**src/rtl/json_arb_pkg.sv**
```systemverilog
// Shared types and default sizing for the JSON test arbiter.
// Requester slots are ordered by test class: LITERAL, STRING, NUMBER, ARRAY, OBJECT.
package json_arb_pkg;

  localparam int DEF_NUM_REQ = 5;
  localparam int DEF_DATA_W  = 8;
  localparam int DEF_CNT_W   = 16;
  localparam int DEF_TIMEOUT = 1024;

  typedef enum logic [1:0] {
    IDLE,
    STREAM,
    WAIT_RES,
    REPORT
  } arb_state_t;

  typedef enum logic [2:0] {
    LITERAL,
    STRING,
    NUMBER,
    ARRAY,
    OBJECT
  } req_id_t;

endpackage

```
**src/rtl/json_rr_pick.sv**
```systemverilog
// Round-robin picker: first set request at or after ptr, wrapping around.
// Returns a one-hot grant, its index and whether any request was found.
module json_rr_pick #(
  parameter int N  = 5,
  parameter int IW = 3
) (
  input  logic [N-1:0]  req,
  input  logic [IW-1:0] ptr,
  output logic [N-1:0]  gnt,
  output logic [IW-1:0] idx,
  output logic          valid
);

  int j;

  always_comb begin
    gnt   = '0;
    idx   = '0;
    valid = 1'b0;
    j     = 0;
    for (int i = 0; i < N; i++) begin
      j = (int'(ptr) + i) % N;
      if (!valid && req[j]) begin
        valid  = 1'b1;
        gnt[j] = 1'b1;
        idx    = IW'(j);
      end
    end
  end

endmodule

```
**src/rtl/json_test_arbiter.sv**
```systemverilog
// Arbitrates JSON test requesters onto one shared parser engine, waits for its
// verdict (or a timeout), reports each test and keeps per-requester tallies.
module json_test_arbiter
  import json_arb_pkg::*;
#(
  parameter int NUM_REQ = DEF_NUM_REQ,
  parameter int DATA_W  = DEF_DATA_W,
  parameter int CNT_W   = DEF_CNT_W,
  parameter int TIMEOUT = DEF_TIMEOUT
) (
  input  logic                         clk,
  input  logic                         rst_n,
  input  logic [NUM_REQ-1:0]           req,
  output logic [NUM_REQ-1:0]           gnt,
  input  logic [NUM_REQ*DATA_W-1:0]    req_data,
  input  logic [NUM_REQ-1:0]           req_valid,
  input  logic [NUM_REQ-1:0]           req_last,
  output logic [NUM_REQ-1:0]           req_ready,
  output logic [DATA_W-1:0]            eng_data,
  output logic                         eng_valid,
  output logic                         eng_last,
  input  logic                         eng_ready,
  input  logic                         eng_done,
  input  logic                         eng_pass,
  output logic                         res_valid,
  output logic                         res_pass,
  output logic                         res_timeout,
  output logic [$clog2(NUM_REQ)-1:0]   res_id,
  input  logic [$clog2(NUM_REQ)-1:0]   cnt_sel,
  output logic [CNT_W-1:0]             cnt_pass,
  output logic [CNT_W-1:0]             cnt_fail,
  output logic                         busy
);

  localparam int IW = $clog2(NUM_REQ);
  localparam int TW = $clog2(TIMEOUT) + 1;

  arb_state_t          state;
  logic [IW-1:0]       g_idx;
  logic [IW-1:0]       rr_ptr;
  logic [TW-1:0]       timer;
  logic [CNT_W-1:0]    pass_cnt [NUM_REQ];
  logic [CNT_W-1:0]    fail_cnt [NUM_REQ];

  logic [NUM_REQ-1:0]  pick_gnt;
  logic [IW-1:0]       pick_idx;
  logic                pick_valid;

  json_rr_pick #(.N(NUM_REQ), .IW(IW)) u_pick (
    .req   (req),
    .ptr   (rr_ptr),
    .gnt   (pick_gnt),
    .idx   (pick_idx),
    .valid (pick_valid)
  );

  // Handshake: a byte moves to the engine on a cycle where eng_valid and
  // eng_ready are both high; the granted requester sees that as req_valid & req_ready.
  assign eng_data  = req_data[g_idx*DATA_W +: DATA_W];
  assign eng_valid = (state == STREAM) && req_valid[g_idx];
  assign eng_last  = (state == STREAM) && req_last[g_idx];
  assign req_ready = ((state == STREAM) && eng_ready) ? gnt : '0;
  assign busy      = (state != IDLE);

  always_comb begin
    cnt_pass = '0;
    cnt_fail = '0;
    if (int'(cnt_sel) < NUM_REQ) begin
      cnt_pass = pass_cnt[cnt_sel];
      cnt_fail = fail_cnt[cnt_sel];
    end
  end

  always_ff @(posedge clk) begin
    if (!rst_n) begin
      state       <= IDLE;
      gnt         <= '0;
      g_idx       <= '0;
      rr_ptr      <= '0;
      timer       <= '0;
      res_valid   <= 1'b0;
      res_pass    <= 1'b0;
      res_timeout <= 1'b0;
      res_id      <= '0;
      for (int i = 0; i < NUM_REQ; i++) begin
        pass_cnt[i] <= '0;
        fail_cnt[i] <= '0;
      end
    end else begin
      res_valid <= 1'b0;
      case (state)
        IDLE: begin
          if (pick_valid) begin
            gnt   <= pick_gnt;
            g_idx <= pick_idx;
            state <= STREAM;
          end
        end
        STREAM: begin
          if (eng_valid && eng_ready && eng_last) begin
            timer <= '0;
            state <= WAIT_RES;
          end
        end
        WAIT_RES: begin
          // A verdict arriving on the timeout cycle still counts as a verdict.
          if (eng_done || timer == TW'(TIMEOUT - 1)) begin
            res_valid   <= 1'b1;
            res_id      <= g_idx;
            res_pass    <= eng_done && eng_pass;
            res_timeout <= !eng_done;
            if (eng_done && eng_pass) begin
              if (!(&pass_cnt[g_idx])) pass_cnt[g_idx] <= pass_cnt[g_idx] + CNT_W'(1);
            end else begin
              if (!(&fail_cnt[g_idx])) fail_cnt[g_idx] <= fail_cnt[g_idx] + CNT_W'(1);
            end
            state <= REPORT;
          end else begin
            timer <= timer + TW'(1);
          end
        end
        REPORT: begin
          gnt    <= '0;
          rr_ptr <= (int'(g_idx) == NUM_REQ - 1) ? '0 : g_idx + IW'(1);
          state  <= IDLE;
        end
        default: state <= IDLE;
      endcase
    end
  end

endmodule

```
**config.mk**
```make
export PLATFORM = sky130hd
export DESIGN_NAME = json_test_arbiter
export DESIGN_NICKNAME = d
export VERILOG_FILES = /design/src/rtl/json_arb_pkg.sv /design/src/rtl/json_rr_pick.sv /design/src/rtl/json_test_arbiter.sv
export SDC_FILE = /design/constraint.sdc
export NUM_CORES = 1
export LEC_CHECK = 0
export ABC_AREA = 1
export CORE_MARGIN = 10
export CORE_UTILIZATION = 65
export DETAILED_ROUTE_END_ITERATION = 8
export PLACE_DENSITY = 0.94
export SLEW_MARGIN = 15
export SYNTH_ARGS = -nofsm -noshare
export SYNTH_HDL_FRONTEND = slang
export SYNTH_SLANG_ARGS = --single-unit
```
**constraint.sdc**
```tcl
create_clock -name clk -period 6.6 [get_ports clk]
set_input_delay 1.32 -clock clk [delete_from_list [all_inputs] [get_ports clk]]
set_output_delay 1.32 -clock clk [all_outputs]
set_load 0.02 [all_outputs]
```
==> metrics.txt <==
number of nets in the final layout 2193; Total Routed Length 49600 µm; Layout area overhead 12.0%; power density over cell area 361 nW/µm²; Period minus WS final 5.17 ns; number of antenna diodes 0; clock sinks 289; failing checks design-rule violations; total setup violations reported at the end of the flow 0; Finished Layout Cells 2447; footprint of the flip-flops and latches 8350 µm²; endpoint arrival time on the critical path 3.85 ns; placer congestion estimate 0.915; Synth cell types 65; placed wire-length estimate after detailed placement 31700 µm; type of element capturing the critical path output pin; post-route fraction of the period consumed by the critical path 78.4%; drt via density 6.36; fraction of layout cells with a size suffix above 1 9.61%; number of violations of the max-capacitance limit 0; number of gates given a new drive strength after cts 0; clk slew on worst S/H paths 0.06 ns; H-tree depth 1; timing-limited maximum frequency 193 MHz; launching element type of the critical path input pin; number of enable flip-flop cells after synthesis 256; Hold Crit Class register to register; DRC errors left 1; CP max FO 42; synthesized area 17200 µm²; leakage power summed over all cells 7.59 nW; nets in the synthesized netlist 2115; Starting Density 66.1%; share of synthesized registers carrying an async set or reset 0%; CTS tree done; Num CTS Buffers 28; vertical die dimension 183 µm; max-slew violations 0; clock root buffer sky130_fd_sc_hd__clkbuf_16; worst setup path category input pin to output pin; Post-Route Setup TNS 0 ns; # placed instances 2395; worst setup skew after layout 0.0290 ns; DRC violation total after the first TritonRoute iteration 2455; largest net degree at the start of global routing 102; wire length of the first global-routing pass 77800 µm; Syn Inst Count 2012; run status finished with violations; clock tree buffer depth 3; die width 183 µm; sequential area share after synthesis 48.4%; ANT nets after route 0; count of synthesis-stage warnings from yosys 0; Worst-Skew Late Latency 0.57 ns; worst-margin pin slew 1.03 ns; via count of the first global-routing pass 15200; Die Footprint 33400 µm²; number of vias in the routed layout 15600; # rows 59; antenna violations before repair 0; Worst slew margin 31.4%; number of placed I/O pins 122; combined area of the multi-input logic cells 7310 µm²; placeable core area 26100 µm²; leading register cell type out of synthesis sky130_fd_sc_hd__edfxtp_1; maximum resistive drop on vdd 232 µV; combined global-route utilization of all metal layers 28.5%; FF+latch count, synth 289; number of search-and-repair iterations in the first detailed-routing pass 9; Post-CTS Setup Inserts 0; count of port buffers added during placement 121; setup repair after global routing missed its margin no; Final Hold Viols 0; data required time at the worst endpoint 5.28 ns; overflow left after global routing 0; per-cell routed wire length 20.3 µm; Filler Cells Inserted 1696; Synth Area per Inst 8.56 µm²; number of hold-repair buffers added at the cts stage 0
==> per-stage QoR <==
stage                     worst slack, ns  power (mW)  hold WS, ns  util, %  area, µm²
final                                1.43        6.97        0.466     74.1      19300
after global routing                 1.28        7.27        0.497     74.1      19300
after CTS                            1.46        6.86        0.476     74.1      19300
after detailed placement             1.49        5.19        0.468     70.5      18400
after global placement               1.52        5.03        0.444     70.5      18400
after floorplan                      2.56        4.46        0.433        -      17200
==> synth_stat cells (6+ instances only) <==
cell | instances | share of area, %
sky130_fd_sc_hd__nand2_1 | 320 | 7.0
sky130_fd_sc_hd__nor2_1 | 282 | 6.1
sky130_fd_sc_hd__edfxtp_1 | 256 | 45
sky130_fd_sc_hd__inv_1 | 201 | 4.4
sky130_fd_sc_hd__o21ai_0 | 186 | 5.4
sky130_fd_sc_hd__a21oi_1 | 122 | 3.5
sky130_fd_sc_hd__nand3_1 | 116 | 3.4
sky130_fd_sc_hd__o21ai_1 | 104 | 3.0
sky130_fd_sc_hd__ha_1 | 39 | 2.8
sky130_fd_sc_hd__inv_2 | 38 | 0.83
sky130_fd_sc_hd__dfxtp_1 | 33 | 3.8
sky130_fd_sc_hd__clkbuf_1 | 30 | 0.65
sky130_fd_sc_hd__nand4_1 | 30 | 1.1
sky130_fd_sc_hd__xor2_1 | 28 | 1.4
sky130_fd_sc_hd__nor2_2 | 23 | 0.83
sky130_fd_sc_hd__buf_6 | 22 | 1.4
sky130_fd_sc_hd__nand2_2 | 18 | 0.65
sky130_fd_sc_hd__buf_2 | 16 | 0.46
sky130_fd_sc_hd__nor3_1 | 13 | 0.38
sky130_fd_sc_hd__buf_4 | 11 | 0.48
sky130_fd_sc_hd__nand2_8 | 10 | 1.2
sky130_fd_sc_hd__a22oi_1 | 9 | 0.39
sky130_fd_sc_hd__nand3_2 | 9 | 0.52
sky130_fd_sc_hd__o21ai_2 | 8 | 0.41
sky130_fd_sc_hd__buf_1 | 7 | 0.15
sky130_fd_sc_hd__o211ai_1 | 7 | 0.30
sky130_fd_sc_hd__buf_8 | 6 | 0.52
==> cells by family (layout without fill, tap and decap cells) <==
kind of cell | Yosys count | count (layout) | synth area share [%]
AND/OR/NAND/NOR | 853 | 853 | 23.3
buffers and inverters | 337 | 437 | 9.17
XOR/XNOR | 35 | 35 | 1.87
flip-flops | 289 | 289 | 48.4
AO/OA/AOI/OAI | 458 | 458 | 14.3
adder cells (fa/ha/maj) | 40 | 40 | 2.95
==> final timing paths <==
kind	slack, ns	depth (start not counted)	start	end
hold reg to reg	0.47	2	timer[4]	timer[4]
hold / removal	0.47	2	timer[4]	timer[4]
setup / recovery	1.43	8	cnt_sel[1]	cnt_pass[1]
setup reg to reg	1.63	17	register	pass_cnt[2][5]
==> layout by cell type (no fill, tap or decap), drive strengths merged, types with 2 or more instances in the layout <==
| cell | n |
|---|---|
| o21bai | 3 |
| o2111ai | 2 |
| inv | 242 |
| and3 | 3 |
| clkdlybuf4s50 | 120 |
| bufinv | 3 |
| dfxtp | 33 |
| nand2 | 350 |
| nand4 | 33 |
| xnor2 | 5 |
| nor2 | 309 |
| nand3 | 128 |
| nor4 | 2 |
| ha | 39 |
| a32o | 2 |
| clkinv | 10 |
| nor3 | 18 |
| a211oi | 3 |
| nand3b | 6 |
| clkinvlp | 2 |
| buf | 22 |
| a21oi | 124 |
| o211ai | 8 |
| a22oi | 9 |
| o31ai | 2 |
| o21ai | 300 |
| clkbuf | 38 |
| xor2 | 30 |
| edfxtp | 256 |
==> registers in the layout, indices dropped and copies added, names as in the netlist, named ones only <==
name	cells
pass_cnt	128
rr_ptr	3
gnt	5
res_pass	1
timer	11
res_id	3
fail_cnt	128
state	2
g_idx	3
res_timeout	1
res_valid	1
==> where the power goes <==
part / switching [mW] / total, mW / internal (mW)
registers: 0.0864 / 2.31 / 2.23
clock network: 0.701 / 1.64 / 0.936
logic: 2.19 / 3.02 / 0.824
total: 2.98 / 6.97 / 3.99
==> worst max-delay path, cell delays in order <==
cell and delay, ns:
sky130_fd_sc_hd__clkdlybuf4s50_1 0.43, sky130_fd_sc_hd__inv_2 0.59, sky130_fd_sc_hd__buf_4 0.42, sky130_fd_sc_hd__a21oi_1 0.06, sky130_fd_sc_hd__o21ai_0 0.11, sky130_fd_sc_hd__nand3_1 0.08, sky130_fd_sc_hd__o21ai_0 0.12, sky130_fd_sc_hd__clkdlybuf4s50_1 0.69
==> layout make-up <==
type	instances	area share (%)
Sequential cell	289	43.3
Multi-Input combinational cell	1386	37.9
Timing Repair Buffer	142	7.13
Clock buffer	38	3.98
Tap cell	335	2.17
Inverter	243	4.76
Clock inverter	14	0.849
==> layer usage <==
metal	GRT usage [%]	part of all wire, %	vias up
met5	0	0	-
met4	13.4	4.8	0
met3	8.21	13	266
met2	48.3	48	1286
met1	32.7	34	7076
li1	-	-	6930
Note: power is estimated with default switching activity, not from simulation.
